===== config.mk =====
export PLATFORM = sky130hd
export DESIGN_NAME = srec_emitter
export DESIGN_NICKNAME = d
export VERILOG_FILES = /design/src/rtl/srec_emitter.sv
export SDC_FILE = /design/constraint.sdc
export NUM_CORES = 1
export LEC_CHECK = 0
export ABC_CLOCK_PERIOD_IN_PS = 12800
export BUFFER_PORTS_ARGS = -buffer_cell sky130_fd_sc_hd__buf_4
export CAP_MARGIN = 20
export CELL_PAD_IN_SITES_DETAIL_PLACEMENT = 1
export CELL_PAD_IN_SITES_GLOBAL_PLACEMENT = 1
export CORE_MARGIN = 2
export CORE_UTILIZATION = 48
export CTS_BUF_LIST = sky130_fd_sc_hd__clkbuf_8
export CTS_CLUSTER_SIZE = 40
export DETAILED_ROUTE_END_ITERATION = 10
export GPL_TIMING_DRIVEN = 0
export PLACE_DENSITY_LB_ADDON = 0.08
export SYNTH_ARGS = -nofsm -noshare
export SYNTH_HDL_FRONTEND = slang
export SYNTH_SLANG_ARGS = --single-unit

===== constraint.sdc =====
create_clock -name clock -period 12.8 [get_ports clock]
set_input_delay 2.56 -clock clock [delete_from_list [all_inputs] [get_ports clock]]
set_output_delay 2.56 -clock clock [all_outputs]
set_load 0.1 [all_outputs]

===== src/rtl/srec_emitter.sv =====
// rtl/srec_emitter.sv - dumps a word-aligned memory range as Motorola S3 records over a char stream
// One character per valid/ready handshake; records are assembled on the fly from fetched words.
module srec_emitter #(
  parameter int BYTES_PER_REC = 16
) (
  input  logic        clock,
  input  logic        reset,
  input  logic        start,
  input  logic [0:31] startAddr,
  input  logic [0:31] endAddr,
  output logic [0:31] memAddr,
  output logic [0:1]  memAccessSize,
  input  logic [0:31] memData,
  output logic [0:7]  txChar,
  output logic        txValid,
  input  logic        txReady,
  output logic        busy,
  output logic        done,
  output logic        error
);

  typedef enum logic [3:0] {
    IDLE, HDR, COUNT, ADDR, FETCH, DATA, CSUM, EOL, TERM, DONE
  } state_t;

  state_t      r_state;
  logic [3:0]  r_idx;
  logic [31:0] r_rec_addr;
  logic [31:0] r_end;
  logic [31:0] r_mem_addr;
  logic [31:0] r_word;
  logic [7:0]  r_sum;
  logic [7:0]  r_left;
  logic [7:0]  r_tx_char;
  logic        r_tx_valid;
  logic        r_busy;
  logic        r_done;
  logic        r_error;

  logic [31:0] w_remain;
  logic [31:0] w_nib_src;
  logic [7:0]  w_n;
  logic [7:0]  w_count;
  logic [7:0]  w_csum;
  logic [7:0]  w_byte;
  logic [7:0]  w_char;
  logic [3:0]  w_nib;
  logic        w_last;
  logic        w_bad;

  function automatic logic [7:0] hex_char(input logic [3:0] n);
    return (n < 4'd10) ? (8'h30 + {4'd0, n}) : (8'h37 + {4'd0, n});
  endfunction

  // Fixed S7 terminator "S70500000000FA" followed by a line feed.
  function automatic logic [7:0] term_char(input logic [3:0] i);
    case (i)
      4'd0:    return 8'h53;
      4'd1:    return 8'h37;
      4'd3:    return 8'h35;
      4'd12:   return 8'h46;
      4'd13:   return 8'h41;
      4'd14:   return 8'h0A;
      default: return 8'h30;
    endcase
  endfunction

  assign w_bad     = (startAddr[30:31] != 2'b00) || (endAddr[30:31] != 2'b00) ||
                     (endAddr <= startAddr);
  assign w_remain  = r_end - r_rec_addr;
  assign w_n       = (w_remain < 32'(BYTES_PER_REC)) ? w_remain[7:0] : 8'(BYTES_PER_REC);
  assign w_count   = w_n + 8'd5;
  assign w_csum    = ~r_sum;
  assign w_nib_src = (r_state == ADDR) ? r_rec_addr : r_word;
  assign w_nib     = 4'(w_nib_src >> (5'd28 - {r_idx[2:0], 2'b00}));
  assign w_byte    = 8'(w_nib_src >> (5'd24 - {r_idx[2:1], 3'b000}));

  always_comb begin
    w_char = 8'h00;
    w_last = 1'b0;
    case (r_state)
      HDR: begin
        w_char = (r_idx == 4'd0) ? 8'h53 : 8'h33;
        w_last = (r_idx == 4'd1);
      end
      COUNT: begin
        w_char = hex_char((r_idx == 4'd0) ? w_count[7:4] : w_count[3:0]);
        w_last = (r_idx == 4'd1);
      end
      ADDR, DATA: begin
        w_char = hex_char(w_nib);
        w_last = (r_idx == 4'd7);
      end
      CSUM: begin
        w_char = hex_char((r_idx == 4'd0) ? w_csum[7:4] : w_csum[3:0]);
        w_last = (r_idx == 4'd1);
      end
      EOL: begin
        w_char = 8'h0A;
        w_last = 1'b1;
      end
      TERM: begin
        w_char = term_char(r_idx);
        w_last = (r_idx == 4'd14);
      end
      default: begin
        w_char = 8'h00;
        w_last = 1'b0;
      end
    endcase
  end

  always_ff @(posedge clock) begin
    if (reset) begin
      r_state    <= IDLE;
      r_idx      <= 4'd0;
      r_rec_addr <= 32'd0;
      r_end      <= 32'd0;
      r_mem_addr <= 32'd0;
      r_word     <= 32'd0;
      r_sum      <= 8'd0;
      r_left     <= 8'd0;
      r_tx_char  <= 8'd0;
      r_tx_valid <= 1'b0;
      r_busy     <= 1'b0;
      r_done     <= 1'b0;
      r_error    <= 1'b0;
    end else begin
      r_error <= 1'b0;
      case (r_state)
        IDLE, DONE: begin
          r_done  <= 1'b0;
          r_state <= IDLE;
          if (start) begin
            if (w_bad) begin
              r_error <= 1'b1;
            end else begin
              r_rec_addr <= startAddr;
              r_end      <= endAddr;
              r_busy     <= 1'b1;
              r_idx      <= 4'd0;
              r_state    <= HDR;
            end
          end
        end
        // memAddr is shown during idx 0; the synchronous memory answers during idx 1.
        FETCH: begin
          if (r_idx == 4'd0) begin
            r_idx <= 4'd1;
          end else begin
            r_word  <= memData;
            r_idx   <= 4'd0;
            r_state <= DATA;
          end
        end
        default: begin
          if (!r_tx_valid) begin
            r_tx_char  <= w_char;
            r_tx_valid <= 1'b1;
          end else if (txReady) begin
            r_tx_valid <= 1'b0;
            r_idx      <= r_idx + 4'd1;
            if (r_idx[0] && (r_state == ADDR || r_state == DATA))
              r_sum <= r_sum + w_byte;
            if (w_last) begin
              r_idx <= 4'd0;
              case (r_state)
                HDR:   r_state <= COUNT;
                COUNT: begin
                  r_sum   <= w_count;
                  r_state <= ADDR;
                end
                ADDR: begin
                  r_mem_addr <= r_rec_addr;
                  r_left     <= w_n;
                  r_state    <= FETCH;
                end
                DATA: begin
                  r_mem_addr <= r_mem_addr + 32'd4;
                  r_left     <= r_left - 8'd4;
                  r_state    <= (r_left == 8'd4) ? CSUM : FETCH;
                end
                CSUM:  r_state <= EOL;
                EOL: begin
                  r_rec_addr <= r_mem_addr;
                  r_state    <= (r_mem_addr < r_end) ? HDR : TERM;
                end
                TERM: begin
                  r_done  <= 1'b1;
                  r_busy  <= 1'b0;
                  r_state <= DONE;
                end
                default: r_state <= IDLE;
              endcase
            end
          end
        end
      endcase
    end
  end

  assign memAddr       = r_mem_addr;
  assign memAccessSize = 2'b10;
  assign txChar        = r_tx_char;
  assign txValid       = r_tx_valid;
  assign busy          = r_busy;
  assign done          = r_done;
  assign error         = r_error;

endmodule


==> run_results.csv <==
group,metric,value,unit
run_status,status,"finished clean",
clock_tree,cts_buffers,17,
power_and_ir_drop,p_comb_share,35.2,%
placement,postPlaceCellArea,13990,sq um
detailed_routing,ant_nets,0,
synth,syn-instance-count,1690,
global_routing,grt_pass1_wl,80920,microns
setup_path,cp_max_fo,10,
sta,worst_pin_slew,1.000,ns
cells_and_area,utilization,55.71,%
global_routing,overflow,0,
detailed_routing,drc,0,
detailed_routing,vias,14190,
clock_tree,clock_path_buffers,2,
sta,fin_crit_sh,48.57,%
setup_path,crit_arrival,6.57,ns
synth,synth_warnings,0,
clock_tree,h-tree-depth,4,
cells_and_area,stdcell_area,14400,sq um
floorplanning,io_pins,146,
detailed_routing,routed_wl,53450,microns
sta,setup_violations,0,
detailed_routing,detail_route.iter0.violations,1312,
synth,yosys.area.top_type,"dfxtp_1",
run,maxCapViolCount,0,
floorplanning,initial_utilization,48.41,%
synth,syn_avg_cell_area,7.401,sq um
detailed_routing,drt_pass1_iterations,6,
detailed_routing,viasPerCell,6.451,
sta,setup_tns,0,ns
cells_and_area,drive_gt1_share,13.20,%
synth,ys_seq_area_share,26.09,%
sta,max_freq,0.1608,GHz
placement,place_congestion,0.9840,
detailed_routing,wire_per_inst,24.30,microns
setup_path,critPathRequiredTime,13.15,ns
power_and_ir_drop,p_leak,5.886,nW
sta,max_slew_margin,32.62,%
synth,synthFlopType,"dfxtp_1",
floorplanning,die_x,165.4,microns
floorplanning,num_rows,59,
global_routing,grt_start_max_net_pins,17,
synth,synth_cell_type_count,79,
cells_and_area,final-seq-area,3263,sq um
floorplanning,die_y,165.4,microns
sta,fin_skew,0.02045,ns
synth,synth_top_area_share,26.09,%
setup_path,critPathLaunchType,"register",
cells_and_area,syn_to_final_growth,15.10,%
floorplanning,core,25840,sq um
cells_and_area,mostFrequentLayoutCells,"a21oi_1 (212), nor2_1 (180), nand2_1 (171), dfxtp_1 (163), buf_4 (144)",
worst_hold_path,hold_path.class,"reg -> reg",
global_routing,grtUsageMet1,49.65,%
floorplanning,die_area,27360,sq um
power_and_ir_drop,ir_drop,0.0001103,V
sta,hold_violations,0,
clock_tree,clk_latency,0.49,ns
clock_tree,cts_resized,0,
cells_and_area,layout_commonest_cell,"a21oi_1",
power_and_ir_drop,switchingPower,0.6085,mW
clock_tree,clkTransAtPathRegs,0.10,ns
global_routing,busiest_layer,"met2",
power_and_ir_drop,intPower,0.8657,mW
global_routing,grt_use_met2,63.26,%
synth,synthArstFlopShare,0,%
clock_tree,cts_root_buf,"clkbuf_8",
global_routing,first_global_vias,14260,
sta,layout_min_cycle_time,6.217,ns
clock_tree,post_cts_buffers,0,
power_and_ir_drop,clkPwrFrac,28.6,%
sta,final_max_slew_viol_count,0,
placement,hpwlAfterDp,42560,microns
global_routing,track_usage,39.15,%
cells_and_area,fin_nets,2065,
setup_path,crit_path_end_kind,"register",
power_and_ir_drop,swShare,41.28,%
clock_tree,cts_sinks,163,
cells_and_area,multi_input_area,8342,sq um
global_routing,antenna_found_initial,2,
global_routing,grt_util_met3,7.567,%
clock_tree,cts_tree,"built",
clock_tree,cts_hold_repair.buffers,0,
setup_path,path_class,"reg -> reg",
placement,portBuffers,141,
synth,synth_area,12510,sq um
cells_and_area,fillers,3335,
synth,synth_seq_cells,163,
power_and_ir_drop,power_density,102.4,nW/um^2
synth,synth_edf_count,0,
sta,rsz0062_at_grt,"false",
power_and_ir_drop,p_seq_share,36.2,%
synth,netlist_top_cells_area,"dfxtp_1 (26%), ha_1 (11%), a21oi_1 (8.5%)",
## worst max-delay path, stage by stage, from the launching register on
cell and delay [ns]:
dfxtp_1 0.49, inv_1 0.08, ha_1 0.41, a21o_1 0.24
a31oi_1 0.23, a21oi_1 0.18, a21oi_1 0.52, o211ai_1 0.27
a221o_1 0.38, xnor2_1 0.16, nor4_1 0.28, nand4b_1 0.41
buf_2 0.33, buf_2 0.22, nor2_1 0.14, ha_1 0.32
o21ai_0 0.21, nor2_1 0.16, a211oi_1 0.07, ha_1 0.26
nand3_1 0.14, nor2_1 0.06, a2111oi_0 0.41, o32ai_1 0.12
## flip-flops by register name, indices dropped and copies added (netlist names), 4 cells and up
register / flops
r_sum: 8
r_state: 4
r_rec_addr: 32
txChar: 7
r_word: 32
memAddr: 32
r_idx: 4
r_left: 8
r_end: 32
## Yosys cell counts, drive strengths merged, types with 6 or more instances
cell and instances:
o21a 15, nor2b 13, buf 29, xor2 8, nand3 43, a31oi 15
o211ai 7, nand4 23, nor2 181, ha 112, nand2b 11, xnor2 21
o31ai 8, o21ai 76, and2 9, a211oi 51, a21o 30, a311oi 7
inv 119, mux4 16, a22oi 16, a21oi 219, and3 22, nand2 171
mux2i 19, or3 9, nor3 95, nor4 7, clkbuf 74, dfxtp 163
o21bai 6, o22ai 9
## final cells by class
cell class	instances	area share (%)
clock inverters	15	1.182
clock buffers	17	1.625
flip-flops and latches	163	22.67
plain buffers	103	3.138
repair buffers	141	7.353
multi-input cells	1304	57.95
inverters	121	3.155
well taps	335	2.912
diodes	1	0.01738
## layer usage
layer,wire length [microns],up-vias
met4,3012,2
met3,4215,180
met5,13,-
met2,24010,624
li1,-,6400
met1,22200,6986
## power by group through the flow
| stage | Sequential [mW] | Combinational (mW) | Clock, mW |
|---|---|---|---|
| floorplan | 0.574 | 0.301 | 0 |
| finish | 0.534 | 0.518 | 0.422 |
| detailed placement | 0.545 | 0.502 | 0 |
| global route | 0.535 | 0.553 | 0.436 |
| global placement | 0.544 | 0.492 | 0 |
| CTS | 0.533 | 0.508 | 0.416 |
## worst paths after layout
kind | startpoint | cells past startpoint | end | slack [ns]
setup / recovery | r_rec_addr[4] | 23 | txChar[5] | 6.58
hold / removal | r_word[29] | 2 | r_word[29] | 0.47
setup reg to reg | r_rec_addr[4] | 23 | txChar[5] | 6.58
hold reg to reg | r_word[29] | 2 | r_word[29] | 0.47
## per-stage QoR
stage | total power, mW | instances | hold slack, ns | setup WS [ns]
6_report | 1.474 | 2200 | 0.4661 | 6.583
5_1_grt | 1.524 | 2199 | 0.4885 | 6.251
4_1_cts | 1.457 | 2199 | 0.4649 | 6.724
3_5_place_dp | 1.047 | 2167 | 0.4487 | 6.500
3_3_place_gp | 1.036 | 2167 | 0.4435 | 6.696
2_1_floorplan | 0.8746 | 1691 | 0.4320 | 7.822
## logic make-up (layout without fill, tap and decap cells)
kind of cell | Yosys count | in the layout | synth area share, %
muxes | 40 | 40 | 4.852
other | 2 | 4 | 0.06005
xor gates and xnor gates | 29 | 29 | 2.031
buffers and inverters | 224 | 397 | 7.243
and+or+nand+nor | 609 | 609 | 22.53
DFF | 163 | 163 | 26.09
AOI/OAI and AO/OA | 509 | 509 | 25.67
adders and majority gates | 114 | 114 | 11.52
Note: power is estimated with default switching activity, not from simulation.
